===== src/rtl/vga_fb_arbiter.sv =====
// rtl/vga_fb_arbiter.sv - blanking-aware arbiter sharing one framebuffer SRAM between display fetch and host
// Display owns the slot in active video; host owns it in blanking unless a deferred display request is forced.
module vga_fb_arbiter #(
   parameter int ADDR_W        = 19,
   parameter int DATA_W        = 16,
   parameter int DISP_MAX_WAIT = 8
) (
   input  logic              clk,
   input  logic              rst_n,
   input  logic              active_video,
   input  logic              disp_req,
   input  logic [ADDR_W-1:0] disp_addr,
   output logic              disp_gnt,
   output logic              disp_rvalid,
   output logic [DATA_W-1:0] disp_rdata,
   output logic              disp_forced,
   input  logic              host_valid,
   input  logic              host_we,
   input  logic [ADDR_W-1:0] host_addr,
   input  logic [DATA_W-1:0] host_wdata,
   output logic              host_ready,
   output logic              host_rvalid,
   output logic [DATA_W-1:0] host_rdata,
   output logic              mem_en,
   output logic              mem_we,
   output logic [ADDR_W-1:0] mem_addr,
   output logic [DATA_W-1:0] mem_wdata,
   input  logic [DATA_W-1:0] mem_rdata
);

   localparam int                WAIT_W   = 8;
   localparam logic [WAIT_W-1:0] WAIT_MAX = WAIT_W'(DISP_MAX_WAIT);

   typedef enum logic [1:0] {
      OWN_IDLE    = 2'd0,
      OWN_DISP_RD = 2'd1,
      OWN_HOST_RD = 2'd2,
      OWN_HOST_WR = 2'd3
   } owner_e;

   owner_e            own_q, own_d, own_dly_q;
   logic [WAIT_W-1:0] wait_q, wait_d;
   logic              force_w;
   logic              host_fire;

   logic              mem_en_q, mem_we_q;
   logic [ADDR_W-1:0] mem_addr_q;
   logic [DATA_W-1:0] mem_wdata_q;
   logic              disp_rvalid_q, host_rvalid_q, disp_forced_q;
   logic [DATA_W-1:0] disp_rdata_q, host_rdata_q;

   assign force_w   = (wait_q == WAIT_MAX);
   assign host_fire = host_valid & host_ready;

   // Owner pipeline: own_q tracks the access on the SRAM port, own_dly_q the cycle its data returns.
   always_ff @(posedge clk or negedge rst_n) begin
      if (!rst_n) begin
         own_q     <= OWN_IDLE;
         own_dly_q <= OWN_IDLE;
      end else begin
         own_q     <= own_d;
         own_dly_q <= own_q;
      end
   end

   always_comb begin
      own_d = OWN_IDLE;
      if (disp_gnt) begin
         own_d = OWN_DISP_RD;
      end else if (host_fire) begin
         own_d = host_we ? OWN_HOST_WR : OWN_HOST_RD;
      end
   end

   always_comb begin
      disp_gnt   = 1'b0;
      host_ready = 1'b0;
      if (active_video) begin
         disp_gnt   = disp_req;
         host_ready = !disp_req;
      end else begin
         disp_gnt   = disp_req & (!host_valid | force_w);
         host_ready = !(disp_req & force_w);
      end
   end

   // Counts consecutive refused cycles of a pending display request; a toggle of active_video does not clear it.
   always_comb begin
      wait_d = '0;
      if (disp_req && !disp_gnt) begin
         wait_d = force_w ? wait_q : wait_q + WAIT_W'(1);
      end
   end

   always_ff @(posedge clk or negedge rst_n) begin
      if (!rst_n) begin
         wait_q        <= '0;
         mem_en_q      <= 1'b0;
         mem_we_q      <= 1'b0;
         mem_addr_q    <= '0;
         mem_wdata_q   <= '0;
         disp_forced_q <= 1'b0;
         disp_rvalid_q <= 1'b0;
         disp_rdata_q  <= '0;
         host_rvalid_q <= 1'b0;
         host_rdata_q  <= '0;
      end else begin
         wait_q        <= wait_d;
         mem_en_q      <= disp_gnt | host_fire;
         mem_we_q      <= host_fire & host_we;
         disp_forced_q <= force_w & disp_gnt & host_valid & !active_video;
         if (disp_gnt) begin
            mem_addr_q <= disp_addr;
         end else if (host_fire) begin
            mem_addr_q  <= host_addr;
            mem_wdata_q <= host_wdata;
         end
         disp_rvalid_q <= (own_dly_q == OWN_DISP_RD);
         host_rvalid_q <= (own_dly_q == OWN_HOST_RD);
         if (own_dly_q == OWN_DISP_RD) begin
            disp_rdata_q <= mem_rdata;
         end
         if (own_dly_q == OWN_HOST_RD) begin
            host_rdata_q <= mem_rdata;
         end
      end
   end

   assign mem_en      = mem_en_q;
   assign mem_we      = mem_we_q;
   assign mem_addr    = mem_addr_q;
   assign mem_wdata   = mem_wdata_q;
   assign disp_forced = disp_forced_q;
   assign disp_rvalid = disp_rvalid_q;
   assign disp_rdata  = disp_rdata_q;
   assign host_rvalid = host_rvalid_q;
   assign host_rdata  = host_rdata_q;

endmodule


===== config.mk =====
export PLATFORM = sky130hd
export DESIGN_NAME = vga_fb_arbiter
export DESIGN_NICKNAME = d
export VERILOG_FILES = /design/src/rtl/vga_fb_arbiter.sv
export SDC_FILE = /design/constraint.sdc
export NUM_CORES = 1
export LEC_CHECK = 0
export CORE_ASPECT_RATIO = 0.6
export CORE_MARGIN = 3
export CORE_UTILIZATION = 45
export DETAILED_ROUTE_END_ITERATION = 7
export DONT_BUFFER_PORTS = 1
export SLEW_MARGIN = 20
export SYNTH_ARGS = -nofsm -noshare
export SYNTH_HDL_FRONTEND = slang
export SYNTH_SLANG_ARGS = --single-unit

===== constraint.sdc =====
create_clock -name clk -period 2.4 [get_ports clk]
set_input_delay 0 -clock clk [delete_from_list [all_inputs] [get_ports clk]]
set_output_delay 0 -clock clk [all_outputs]
set_load 0.02 [all_outputs]

# [Word level (Yosys, flattened, before mapping)]
# Index checks and enable logic that the tools add are counted.
[word_totals] out_inout_bits=74 word_cells=44 regBits=84 in_bits=76
[op_classes] n_reduce_logical=8 n_mux=9 bitwise_logic=10 add_sub_neg=1 eq_ne=4
[ops] op="$mux W19" n=2
[ops] op="$mux W8" n=2
[ops] op="$add A8 B1 Y8 const B" n=1
[ops] op="$eq A8 B4 Y1 const B" n=1
[ops] op="$and A1 B1 Y1" n=7
[ops] op="$logic_not A1 Y1" n=5
[ops] op="$mux W2" n=2
[ops] op="$mux W1" n=3
[ops] op="$eq A2 B1 Y1 const B" n=1
[ops] op="$eq A2 B2 Y1 const B" n=1
[ops] op="$ne A2 B2 Y1 const B" n=1
[ops] op="$or A1 B1 Y1" n=2
[ops] op="$reduce_and A2 Y1" n=1
[ops] op="$reduce_bool A2 Y1" n=1
[ops] op="$logic_and A1 B1 Y1" n=1
[ops] op="$not A1 Y1" n=1

# [Depth between registers and ports, before layout]
# Gate-level depths: netlist (run 1).
[logic_depth] word_depth=7 ltp_mapped=7 depth_no_buf=6

# [Worst setup path after synthesis (run 1)]
# OpenSTA, ideal clock, no wires.
[synth_path] path_type="reg-to-reg" startpoint="register wait_q[0]" endpoint="register mem_wdata_q[0], in the netlist mem_wdata[0]" period_less_slack_ns=1.696 path_stages_with_launch=8 path_slack_ns=0.704 setup_ns=0.125 arrival_time_ns=1.571 n_path_buf=1 required_time_ns=2.275 path_cell_list="dfrtp_1 inv_1 ha_1 and4bb_1 a21bo_2 inv_4 buf_12 mux2_4"
[synth_via] elab_chain_cells=6 elab_cells_between_ends=10 cone_classes="1 x eq/ne; 2 x mux; 5 x bitwise; 2 x reduce/logical"
[synth_rtl] element="from (decl)" line="42" text="logic [WAIT_W-1:0] wait_q, wait_d;"
[synth_rtl] element="from (signal assigned)" line="108" text="wait_q <= wait_d;"
[synth_rtl] element="$eq A8 B4 Y1 (*)" line="52" text="assign force_w = (wait_q == WAIT_MAX);"
[synth_rtl] element="$and A1 B1 Y1 / $or A1 B1 Y1 (equally long branches)" line="83, 82"
[synth_rtl] element="$logic_not A1 Y1 / $and A1 B1 Y1 (equally long branches)" line="83, 82"
[synth_rtl] element="$mux W1" line="78" text="if (active_video) begin"
[synth_rtl] element="$and A1 B1 Y1 / $not A1 Y1 (equally long branches)"
[synth_rtl] element="$reduce_and A2 Y1 (no line) (*)"
[synth_rtl] element="to (signal assigned)" line="116" text="mem_wdata_q <= host_wdata;"
[synth_rtl] element="to (decl)" line="48" text="logic [DATA_W-1:0] mem_wdata_q;"
# Mark *: on every way between the ends. The rest lies on a longest branch, timed or not.
# A chain may end at the register's enable or synchronous reset.

# [Worst setup path after layout (run 1)]
[layout_path] startpoint="register wait_q[0]" endpoint="register mem_addr_q[4], in the netlist mem_addr[4]"
[layout_via] elab_chain_cells=6 elab_cells_between_ends=10 cone_classes="1 x eq/ne; 3 x mux; 4 x bitwise; 2 x reduce/logical"
[layout_rtl] element="$eq A8 B4 Y1 (*)" line="52"
[layout_rtl] element="$and A1 B1 Y1" line="83" text="host_ready = !(disp_req & force_w);"
[layout_rtl] element="$logic_not A1 Y1" line="83"
[layout_rtl] element="$mux W1" line="78"
[layout_rtl] element="$and A1 B1 Y1" line="53" text="assign host_fire = host_valid & host_ready;"
[layout_rtl] element="$reduce_bool A2 Y1 (no line)"
[layout_rtl] element="to (signal assigned)" line="113" text="mem_addr_q <= disp_addr;"
[layout_rtl] element="to (signal assigned)" line="115" text="mem_addr_q <= host_addr;"
[layout_rtl] element="to (decl)" line="47" text="logic [ADDR_W-1:0] mem_addr_q;"
# Marked as above.

==> summary.md, run 1 <==
| Metric | Value |
|---|---|
| Status | `finished, final reports clean` |
| Largest net degree at the start of global routing | `85` |
| Layout Cells excl Fill | `442` |
| DP Cell Count | `349` |
| Synth Area per Inst | `14.1 µm²` |
| Synth unique cells | `34` |
| Die W | `roughly 120 µm` |
| Root buf cell | `clkbuf_16` |
| FF-to-FF setup slack | `0.20 ns` |
| Via-to-Cell Ratio | `~5.2` |
| Number of global-route vias before repair | `roughly 2400` |
| Reg2Reg Depth | `7` |
| FF+latch count, synth | `84` |
| DRT Wirelength | `8110 µm` |
| Layout cells sized above 1 | `27.8%` |
| Fin crit share | `about nine tenths` |
| I/O pin count | `150` |
| F_max | `454 MHz` |
| CTS buffer count | `9` |
| RSZ-0062 raised after global routing | `no` |
| Fill cells | `540` |
| Mapped Area | `3560 µm²` |
| CP Class | `reg -> reg` |
| Synth Warn # | `0` |
| Worst Skew | `0.00396 ns` |
| First-pass GRT wire length | `12600 µm` |
| Hold Fails Final Rpt | `0` |
| P_leak | `2.06 nW` |
| Die area | `9060 µm²` |
| Design area | `4750 µm²` |
| Syn Inst Count | `253` |
| Htree depth | `3` |
| Post-synth top area share | `59.0%` |
| Worst EP required | `2.66 ns` |
| Routed Antenna Nets | `0` |
| IO buf count | `0` |
| Detailed Route Iter0 Violations | `100` |
| Gate power share | `12.7%` |
| Vias | `2305` |
| R2R Path Start | `wait_q[0]` |
| Max-slew violations | `0` |
| Core Region | `7480 µm²` |
| CTS max path bufs | `2` |
| # setup viols final | `0` |
| Gpl congestion | `0.772` |
| Normalized max-slew margin | `about 44%` |
| Final Core Density | `63.6%` |
| Pre-CTS setup slack | `0.549 ns` |
| Post-DP HPWL | `between 5000 and 6000 µm` |
| Area contributors post-synth | `dfrtp_1 (59%), mux2_2 (12%), o221a_2 (6.0%)` |
| Max Cap Viol | `0` |
| Site row count | `24` |
| Area of the multi-input gates | `1350 µm²` |
| Worst-path fanout max | `20` |
| Crit Reg-Reg Endpoint | `mem_addr[4]` |
| P per Cell Area | `807 nW/µm²` |
| Die Y | `74.9 µm` |
| Worst hold-check path type | `in -> reg` |
| GRT overflow | `0` |
| Clk slew on worst S/H paths | `0.06 ns` |
| Post-synth EDFFs | `0` |
| N_diodes | `0` |
| TritonRoute pass-1 iters | `4` |
| Top cells by count, synth | `dfrtp_1 (84), mux2_2 (39), nand2_1 (20)` |
| Setup TNS | `0 ns` |
| Reg power frac | `between 50% and 60%` |
| Final WS setup | `0.198 ns` |
| Clk_lat worst skew | `~0.33 ns` |
| End of the critical path | `mem_addr[4]` |
| Placed inst area | `3650 µm²` |
| CTS tree | `yes` |
| Share of the yosys chip area belonging to registers | `59.0%` |
| DRC Markers | `0` |
| Critical path launch point type | `register` |
| Top_reg_cell synth | `dfrtp_1` |
| Crit path from | `wait_q[0]` |
| Most common cell in the netlist | `dfrtp_1` |
| Crit path capture type | `register` |
| Register area | `2100 µm²` |
| Switching portion of total power | `27.6%` |
| Psw | `1.06 mW` |
| Worst path arrival time | `2.46 ns` |
| Nets | `411` |
| Syn_nets | `331` |
| Initial Utilization | `47.7%` |
| Peak supply drop | `406 µV` |
| Initial antenna violation count | `0` |
| Synth async-reset ratio | `100%` |
| Pint | `2.78 mW` |
| Overall routing resource usage | `18.2%` |
| Slew at the pin with the worst max-slew slack | `0.838 ns` |
| Area leader, netlist | `dfrtp_1` |
| # clock sinks | `84` |
| Clk pwr share | `36.1%` |
| Drt wl/cell | `18.3 µm` |
| Synth-to-Final Area Change | `33.4%` |
| Tmin final | `between 2 and 2.5 ns` |
-- placed cells by master (no fill, tap or decap), drive strengths merged, types with 2 or more instances in the layout --
cell / n
dfrtp: 84
dlygate4sd3: 75
mux2: 48
nand2: 20
mux2i: 19
o221a: 19
clkbuf: 12
inv: 9
nor2: 7
o21ai: 6
buf: 6
nand3: 4
or3: 4
a21oi: 3
nor2b: 2
xor2: 2
ha: 2
clkinv: 2
-- timing repair --
action	4_1_cts	5_1_grt
buffers inserted	0	1
endpoints found under the setup margin	0	19
hold endpoints to repair	155	0
hold buffers	76	0
resized for setup	0	1
-- area by class of cell --
| cell class | instances | area share (%) |
|---|---|---|
| clock buffer | 12 | 5.40 |
| clock inverter | 4 | 1.00 |
| inverter | 9 | 0.764 |
| multi-input combinational | 148 | 28.4 |
| sequential | 84 | 44.2 |
| tap | 104 | 2.74 |
| timing repair buffer | 81 | 17.5 |
-- worst max-delay path, cell delays in order (launching register included) --
cell	delay (ns)
dfrtp_1	0.42
inv_1	0.06
ha_1	0.20
and4bb_1	0.21
a2bb2oi_1	0.23
buf_6	0.23
o221a_2	0.22
dlygate4sd3_1	0.55
-- logic make-up after synthesis --
family	count (synthesis)	share of synthesized area (%)
flip-flops	84	59.0
adder cells (fa/ha/maj)	2	0.702
multiplexers	67	21.5
AO/OA/AOI/OAI	32	8.53
XOR/XNOR	3	0.737
buffers and inverters	21	3.20
AND/OR/NAND/NOR	44	6.39
-- registers in the layout (all words and copies together) (netlist names) --
signal / flops
mem_addr: 19
disp_rdata: 16
host_rdata: 16
mem_wdata: 16
wait_q: 8
own_dly_q: 2
own_q: 2
disp_forced: 1
disp_rvalid: 1
host_rvalid: 1
mem_en: 1
mem_we: 1
-- metal layers --
layer,part of all wire (%),up-vias,GRT usage (%)
met5,0,-,0
met4,1.4,0,6.41
met3,9.8,13,8.03
met2,47,104,29.6
met1,41,1117,21.9
li1,-,1071,-
-- worst min path at each step --
| stage | from | to | slack, ns | cells after the start |
|---|---|---|---|---|
| after floorplan | rst_n | disp_forced | -0.30 | 0 |
| final | active_video | mem_we | 0.06 | 3 |
| after detailed placement | rst_n | disp_rdata[3] | -0.29 | 0 |
| after CTS | active_video | mem_we | 0.04 | 3 |
| after global routing | active_video | mem_we | 0.07 | 3 |
| after global placement | rst_n | host_rdata[2] | -0.29 | 0 |
-- per-stage QoR --
stage,hold WS (ns),power [mW]
final,0.0598,3.84
after floorplan,-0.296,2.24
after global placement,-0.294,2.30
after global routing,0.0677,4.01
after CTS,0.0441,3.87
after detailed placement,-0.294,2.31
-- power by group through the flow --
stage | Sequential [mW] | Clock, mW | Combinational [mW]
floorplan | 1.94 | 0 | 0.291
global placement | 1.99 | 0 | 0.304
detailed placement | 1.99 | 0 | 0.318
CTS | 1.97 | 1.42 | 0.481
global route | 1.99 | 1.48 | 0.535
finish | 1.97 | 1.38 | 0.487
No activity file was read; power rests on OpenSTA's default activity.
==> run 2: changes to the inputs <==
--- a/config.mk
+++ b/config.mk
@@ -11,4 +11,5 @@
 export DETAILED_ROUTE_END_ITERATION = 7
 export DONT_BUFFER_PORTS = 1
+export SETUP_SLACK_MARGIN = 0.4
 export SLEW_MARGIN = 20
 export SYNTH_ARGS = -nofsm -noshare
==> constraint.sdc (replaced) <==
create_clock -name clk -period 2.4 [get_ports clk]
set_input_delay 0.24 -clock clk [delete_from_list [all_inputs] [get_ports clk]]
set_output_delay 0.24 -clock clk [all_outputs]
set_load 0.02 [all_outputs]
==> summary.md, run 2 (synthesized netlist as in run 1, its figures left out) <==
| Metric | Value |
|---|---|
| Status | `finished with violations` |
| Failing checks | `hold timing` |
| CTS tree | `yes` |
| Peak supply drop | `453 µV (+11%)` |
| Routed Antenna Nets | `0 (unchanged)` |
| FF-to-FF setup slack | `0.53 ns (+0.33 ns)` |
| First-pass GRT wire length | `11400 µm (-9.4%)` |
| IO buf count | `0 (unchanged)` |
| Most frequent cells in the layout | `dfrtp_1 (83), mux2_2 (39), nand2_1 (20)` |
| DRT Wirelength | `7460 µm (-8.0%)` |
| R2R Path Start | `wait_q[1]` |
| Psw | `0.971 mW (-8.4%)` |
| Fill cells | `614 (+14%)` |
| Final Core Density | `53.1% (-10 points)` |
| Area of the multi-input gates | `1370 µm² (+1.5%)` |
| Clk pwr share | `37.8% (+1.7 points)` |
| Critical path launch point type | `register` |
| Slowest cell on crit path | `dfrtp_1` |
| Slew at the pin with the worst max-slew slack | `0.855 ns (+0.0170 ns)` |
| # setup viols final | `0 (unchanged)` |
| Crit Reg-Reg Endpoint | `mem_wdata[12]` |
| Max stage delay on crit path | `0.42 ns (-0.13 ns)` |
| Number of global-route vias before repair | `2074 (-15%)` |
| P per Cell Area | `925 nW/µm² (+15%)` |
| Max-slew violations | `0 (unchanged)` |
| Final WS setup | `0.494 ns (+0.296 ns)` |
| Tmin final | `1.91 ns (-0.296 ns)` |
| Initial Utilization | `47.7% (unchanged)` |
| Gpl congestion | `0.719 (-6.8%)` |
| CP Class | `reg -> out` |
| Pint | `2.70 mW (-2.8%)` |
| Hold Fails Final Rpt | `84 (+84)` |
| Clk_lat worst skew | `0.33 ns (about the same)` |
| Via-to-Cell Ratio | `5.60 (+7.3%)` |
| Max FFs per register | `19 (unchanged)` |
| Initial antenna violation count | `0 (unchanged)` |
| Worst EP required | `2.16 ns (-0.50 ns)` |
| Normalized max-slew margin | `43.0% (-1.1 points)` |
| CTS buffer count | `9 (unchanged)` |
| Die Y | `74.9 µm (unchanged)` |
| Total power | `3.67 mW (-4.3%)` |
| Post-DP HPWL | `5310 µm (+3.7%)` |
| Core Region | `7480 µm² (unchanged)` |
| Htree depth | `3 (unchanged)` |
| CP dominant cell by count | `inv_1` |
| Gate power share | `8.6% (-4.1 points)` |
| Worst-path fanout max | `6 (-70%)` |
| CP Cell Sequence | `inv_1 > ha_1 > and4bb_1 > a2bb2oi_4 > inv_1 > buf_4` |
| DRC Markers | `0 (unchanged)` |
| Buf+Inv Stages, Crit Path | `3 (unchanged)` |
| Hold WS | `-0.391 ns (-0.451 ns)` |
| Worst path arrival time | `1.67 ns (-0.79 ns)` |
| Overall routing resource usage | `16.6% (-1.6 points)` |
| Crit path capture type | `primary output` |
| TritonRoute pass-1 iters | `4 (unchanged)` |
| GRT overflow | `0 (unchanged)` |
| Worst hold-check path type | `in -> async` |
| Die area | `9060 µm² (unchanged)` |
| Most common cell after layout, fill and taps aside | `dfrtp_1` |
| Register area | `2100 µm² (about the same)` |
| Root buf cell | `clkbuf_16` |
| Drt wl/cell | `20.6 µm (+12%)` |
| P_leak | `1.73 nW (-16%)` |
| Cell family with most CP delay | `flip-flops` |
| Site row count | `24 (unchanged)` |
| Nets | `335 (-18%)` |
| Setup TNS | `0 ns (unchanged)` |
| N_diodes | `0 (unchanged)` |
| Pre-CTS setup slack | `0.502 ns (-0.0471 ns)` |
| Switching portion of total power | `26.4% (-1.2 points)` |
| F_max | `525 MHz (+16%)` |
| I/O pin count | `150 (unchanged)` |
| Die W | `121 µm (unchanged)` |
| # clock sinks | `84 (unchanged)` |
| Reg2Reg Depth | `6 (-1)` |
| Vias | `2031 (-12%)` |
| Largest net degree at the start of global routing | `85 (unchanged)` |
| Layout cells sized above 1 | `35.9% (+8.1 points)` |
| Reg power frac | `53.5% (+2.3 points)` |
| Clk slew on worst S/H paths | `0.06 ns (about the same)` |
| Worst Skew | `0.00444 ns (+0.000481 ns)` |
| CTS max path bufs | `2 (unchanged)` |
| Post-CTS Repair Setup Buffers | `0 (unchanged)` |
| Detailed Route Iter0 Violations | `87 (-13%)` |
| RSZ-0062 raised after global routing | `yes` |
| Max Cap Viol | `0 (unchanged)` |
| Fin crit share | `79.4% (-12 points)` |
| Synth-to-Final Area Change | `11.4%` |
## run 2: power groups by stage
stage / sequential [mW] / clock [mW] / combinational (mW)
4_1_cts: 1.97 / 1.43 / 0.322
3_5_place_dp: 1.99 / 0 / 0.318
3_3_place_gp: 1.99 / 0 / 0.304
6_report: 1.96 / 1.39 / 0.317
5_1_grt: 1.99 / 1.49 / 0.350
2_1_floorplan: 1.94 / 0 / 0.291
## run 2: worst max-delay path by stage
stage / from / endpoint / slack [ns] / cells past startpoint
after floorplan: wait_q[0] / mem_wdata[0] / 0.70 / 7
after global placement: wait_q[0] / mem_addr[16] / 0.58 / 6
after detailed placement: wait_q[0] / mem_addr[4] / 0.50 / 6
after CTS: wait_q[0] / disp_gnt / 0.42 / 6
after global routing: wait_q[0] / host_ready / 0.37 / 6
final: wait_q[1] / disp_gnt / 0.49 / 6
## run 2: repair_timing
action,CTS,global route
pin swaps,0,0
setup endpoints to repair,1,9
hold endpoints to repair,84,84
resized for setup,2,2
## run 2: worst register-to-register path, cell delays in order (launching register included)
cell and delay, ns:
dfrtp_1 0.42, inv_1 0.06, ha_1 0.20, and4bb_1 0.24
a21bo_2 0.24, inv_4 0.22, mux2_2 0.37
## run 2: through the flow
step                      cell area, µm²  instances
final                               3970        363
after global routing                3970        363
after CTS                           3970        363
after detailed placement            3650        350
after global placement              3650        350
after floorplan                     3560        253
## run 2: area by class of cell
type                    count  share of cell area [%]
clock buffers              10                    5.77
clock inverters             3                    1.64
inverters                   9                   0.914
multi-input cells         148                    34.5
flip-flops and latches     84                    53.0
well taps                 104                    3.28
repair buffers              5                   0.946
## run 2: metal layers
| metal | vias to the layer above | global-route usage, % | share of wire, % |
|---|---|---|---|
| li1 | 917 | - | - |
| met1 | 1007 | 20.5 | 41 |
| met2 | 103 | 25.4 | 46 |
| met3 | 4 | 9.16 | 12 |
| met4 | 0 | 4.52 | 0.66 |
| met5 | - | 0 | 0 |
==> run 3: changes to the inputs <==
Settings changed: ABC_AREA set to 1.
Clock period 2.4 ns to 1.9 ns, I/O delays scaled along.
==> summary.md, run 3 <==
| Metric | Value |
|---|---|
| # setup viols final | `0 (unchanged)` |
| CTS buffer count | `9 (unchanged)` |
| Hold buffers post-CTS | `20` |
| Synth unique cells | `20 (-41%)` |
| P_leak | `2.18 nW (+26%)` |
| DRT Wirelength | `8510 µm (+14%)` |
| # clock sinks | `84 (unchanged)` |
| Critical path launch point type | `register` |
| First-pass GRT wire length | `13000 µm (+14%)` |
| Site row count | `24 (unchanged)` |
| Buf+Inv Stages, Crit Path | `3 (unchanged)` |
| CP Cell Sequence | `inv_1 > ha_2 > nand3_2 > o21ai_2 > nand2_2 > inv_2 > buf_6` |
| Syn Inst Count | `411 (+62%)` |
| Clk_lat worst skew | `0.33 ns (about the same)` |
| Drt wl/cell | `15.6 µm (-24%)` |
| Area contributors post-synth | `dfrtp_1 (60%), nand2_1 (18%), nand3_1 (6.4%)` |
| R2R Path Start | `wait_q[1]` |
| Peak supply drop | `405 µV (-11%)` |
| Initial antenna violation count | `0 (unchanged)` |
| Initial Utilization | `47.5% (-0.12 points)` |
| RSZ-0062 raised after global routing | `yes` |
| Top cells by count, synth | `nand2_1 (168), dfrtp_1 (84), nand3_1 (45)` |
| DRC Markers | `0 (unchanged)` |
| Failing checks | `hold timing` |
| Detailed Route Iter0 Violations | `156 (+79%)` |
| I/O pin count | `150 (unchanged)` |
| Fin crit share | `84.9%` |
| Post-synth top area share | `59.6% (+0.63 points)` |
| Core Region | `7420 µm² (-0.80%)` |
| Tmin final | `1.61 ns` |
| Die W | `120 µm (-0.50%)` |
| Worst path arrival time | `1.42 ns (-0.25 ns)` |
| GRT overflow | `0 (unchanged)` |
| FF-to-FF setup slack | `0.31 ns (-0.22 ns)` |
| Synth Warn # | `0 (unchanged)` |
| Worst hold-check path type | `in -> async` |
| Clk slew on worst S/H paths | `0.06 ns (about the same)` |
| Area leader, netlist | `dfrtp_1` |
| Number of global-route vias before repair | `2527 (+22%)` |
| Most common cell in the netlist | `nand2_1` |
| Worst-path fanout max | `3 (-3)` |
| Share of the yosys chip area belonging to registers | `59.6% (+0.63 points)` |
| Post-DP HPWL | `5560 µm (+4.7%)` |
| Hold WS | `-0.443 ns (-0.0519 ns)` |
| Synth async-reset ratio | `100% (unchanged)` |
| Crit Reg-Reg Endpoint | `mem_addr[16]` |
| Synth-to-Final Area Change | `19.3%` |
| Max stage delay on crit path | `0.38 ns (-0.04 ns)` |
| Worst EP required | `1.71 ns (-0.45 ns)` |
| Vias | `2732 (+35%)` |
| Die area | `8970 µm² (-0.99%)` |
| Fill cells | `668 (+8.8%)` |
| Die Y | `74.6 µm (-0.49%)` |
| N_diodes | `0 (unchanged)` |
| FF+latch count, synth | `84 (unchanged)` |
| Max-slew violations | `0 (unchanged)` |
| CTS tree | `yes` |
| Routed Antenna Nets | `0 (unchanged)` |
| Mapped Area | `3530 µm² (-1.1%)` |
| P per Cell Area | `1060 nW/µm² (+15%)` |
| Slowest cell on crit path | `dfrtp_1` |
| Nets | `514 (+53%)` |
| Normalized max-slew margin | `80.4% (+37 points)` |
| Max Cap Viol | `0 (unchanged)` |
| Hold Fails Final Rpt | `84 (unchanged)` |
| IO buf count | `0 (unchanged)` |
| Max FFs per register | `19 (unchanged)` |
| Worst Skew | `0.00492 ns (+0.000487 ns)` |
| Gpl congestion | `0.747 (+3.9%)` |
| Synth Area per Inst | `8.58 µm² (-39%)` |
| CTS max path bufs | `2 (unchanged)` |
| TritonRoute pass-1 iters | `4 (unchanged)` |
| Cell family with most CP delay | `flip-flops` |
| Htree depth | `3 (unchanged)` |
| Most common cell after layout, fill and taps aside | `nand2_1` |
| Slew at the pin with the worst max-slew slack | `0.294 ns (-0.560 ns)` |
| Most frequent cells in the layout | `nand2_1 (166), dfrtp_1 (83), nand3_1 (44)` |
| Top_reg_cell synth | `dfrtp_1` |
| Setup TNS | `0 ns (unchanged)` |
| Via-to-Cell Ratio | `5.01 (-10%)` |
| Layout cells sized above 1 | `8.84% (-27 points)` |
| Reg2Reg Depth | `11 (+5)` |
| Overall routing resource usage | `18.6% (+2.0 points)` |
| Largest net degree at the start of global routing | `85 (unchanged)` |
| Root buf cell | `clkbuf_16` |
| Post-synth EDFFs | `0 (unchanged)` |
| F_max | `620 MHz` |
| CP Class | `reg -> out` |
| Crit path capture type | `primary output` |
| Total power | `4.47 mW (+22%)` |
| Status | `finished with violations` |
| Syn_nets | `489 (+48%)` |
-- run 3: changes by cell type in the layout (fill, tap and decap cells not counted), sizes merged, moves of 20 or more --
cell | previous run | this run
nand2 | 20 | 169
inv | 9 | 31
nand3 | 4 | 46
o21ai | 6 | 35
mux2 | 48 | 0
dlygate4sd3 | 0 | 20
-- run 3: cell type report --
cell class	count	area (µm²)	share of cell area (%)
sequential	84	2100	50.0
tap	104	130	3.09
clock buffer	12	236	5.62
clock inverter	4	26.3	0.625
timing repair buffer	36	394	9.37
multi-input combinational	274	1200	28.4
inverter	31	119	2.83
-- run 3: routing by layer --
metal | vias to the layer above | GRT usage (%) | wire length (µm)
met1 | 1277 | 24.1 | 3700
met3 | 10 | 8.59 | 851
met4 | 0 | 5.28 | 69
li1 | 1334 | - | -
met5 | - | 0 | 0
met2 | 111 | 28.4 | 3890
-- run 3: power breakdown --
part,internal (mW),switching (mW),total (mW)
Sequential,2.02,0.463,2.48
Clock,0.884,0.654,1.54
Combinational,0.200,0.248,0.448
Total,3.10,1.36,4.47
-- run 3: worst max path at each step --
stage / startpoint / end / slack (ns) / cells after the start
after floorplan: wait_q[0] / disp_gnt / 0.44 / 7
after global placement: wait_q[0] / mem_wdata[4] / 0.27 / 10
after detailed placement: wait_q[0] / mem_wdata[13] / 0.17 / 10
after CTS: wait_q[1] / disp_gnt / 0.28 / 7
after global routing: wait_q[1] / disp_gnt / 0.19 / 7
final: wait_q[1] / disp_gnt / 0.29 / 7
-- run 3: what timing repair did --
action | CTS | global route
gates resized for setup | 15 | 8
pin swaps | 3 | 0
endpoints found under the hold margin | 105 | 84
endpoints found under the setup margin | 43 | 46
cloned | 0 | 1
buffers inserted | 5 | 0
-- run 3: cell families (layout without fill, tap and decap cells) --
family / count (synthesis) / count (layout) / share of synthesized area (%)
flops: 84 / 84 / 59.6
simple gates: 234 / 234 / 26.9
xor+xnor: 1 / 1 / 0.248
buf+inv: 53 / 83 / 7.17
fa+ha+maj: 2 / 2 / 0.710
compound gates: 37 / 37 / 5.36
-- run 3: through the flow --
step | util [%] | worst slack [ns] | cell area, µm² | std cells | hold WS, ns
floorplan | - | 0.438 | 3530 | 411 | -0.106
global placement | 48.5 | 0.268 | 3590 | 503 | -0.104
detailed placement | 48.5 | 0.173 | 3590 | 503 | -0.104
CTS | 55.9 | 0.276 | 4150 | 544 | -0.459
global route | 56.7 | 0.188 | 4210 | 545 | -0.466
finish | 56.7 | 0.288 | 4210 | 545 | -0.443
-- run 3: worst register-to-register path: cells and delay by family (launching register included) --
family	cells	cell delay [ns]
DFF	1	0.38
and+or+nand+nor	6	0.40
adders and majority gates	1	0.16
AOI/OAI and AO/OA	1	0.16
buffers and inverters	3	0.36
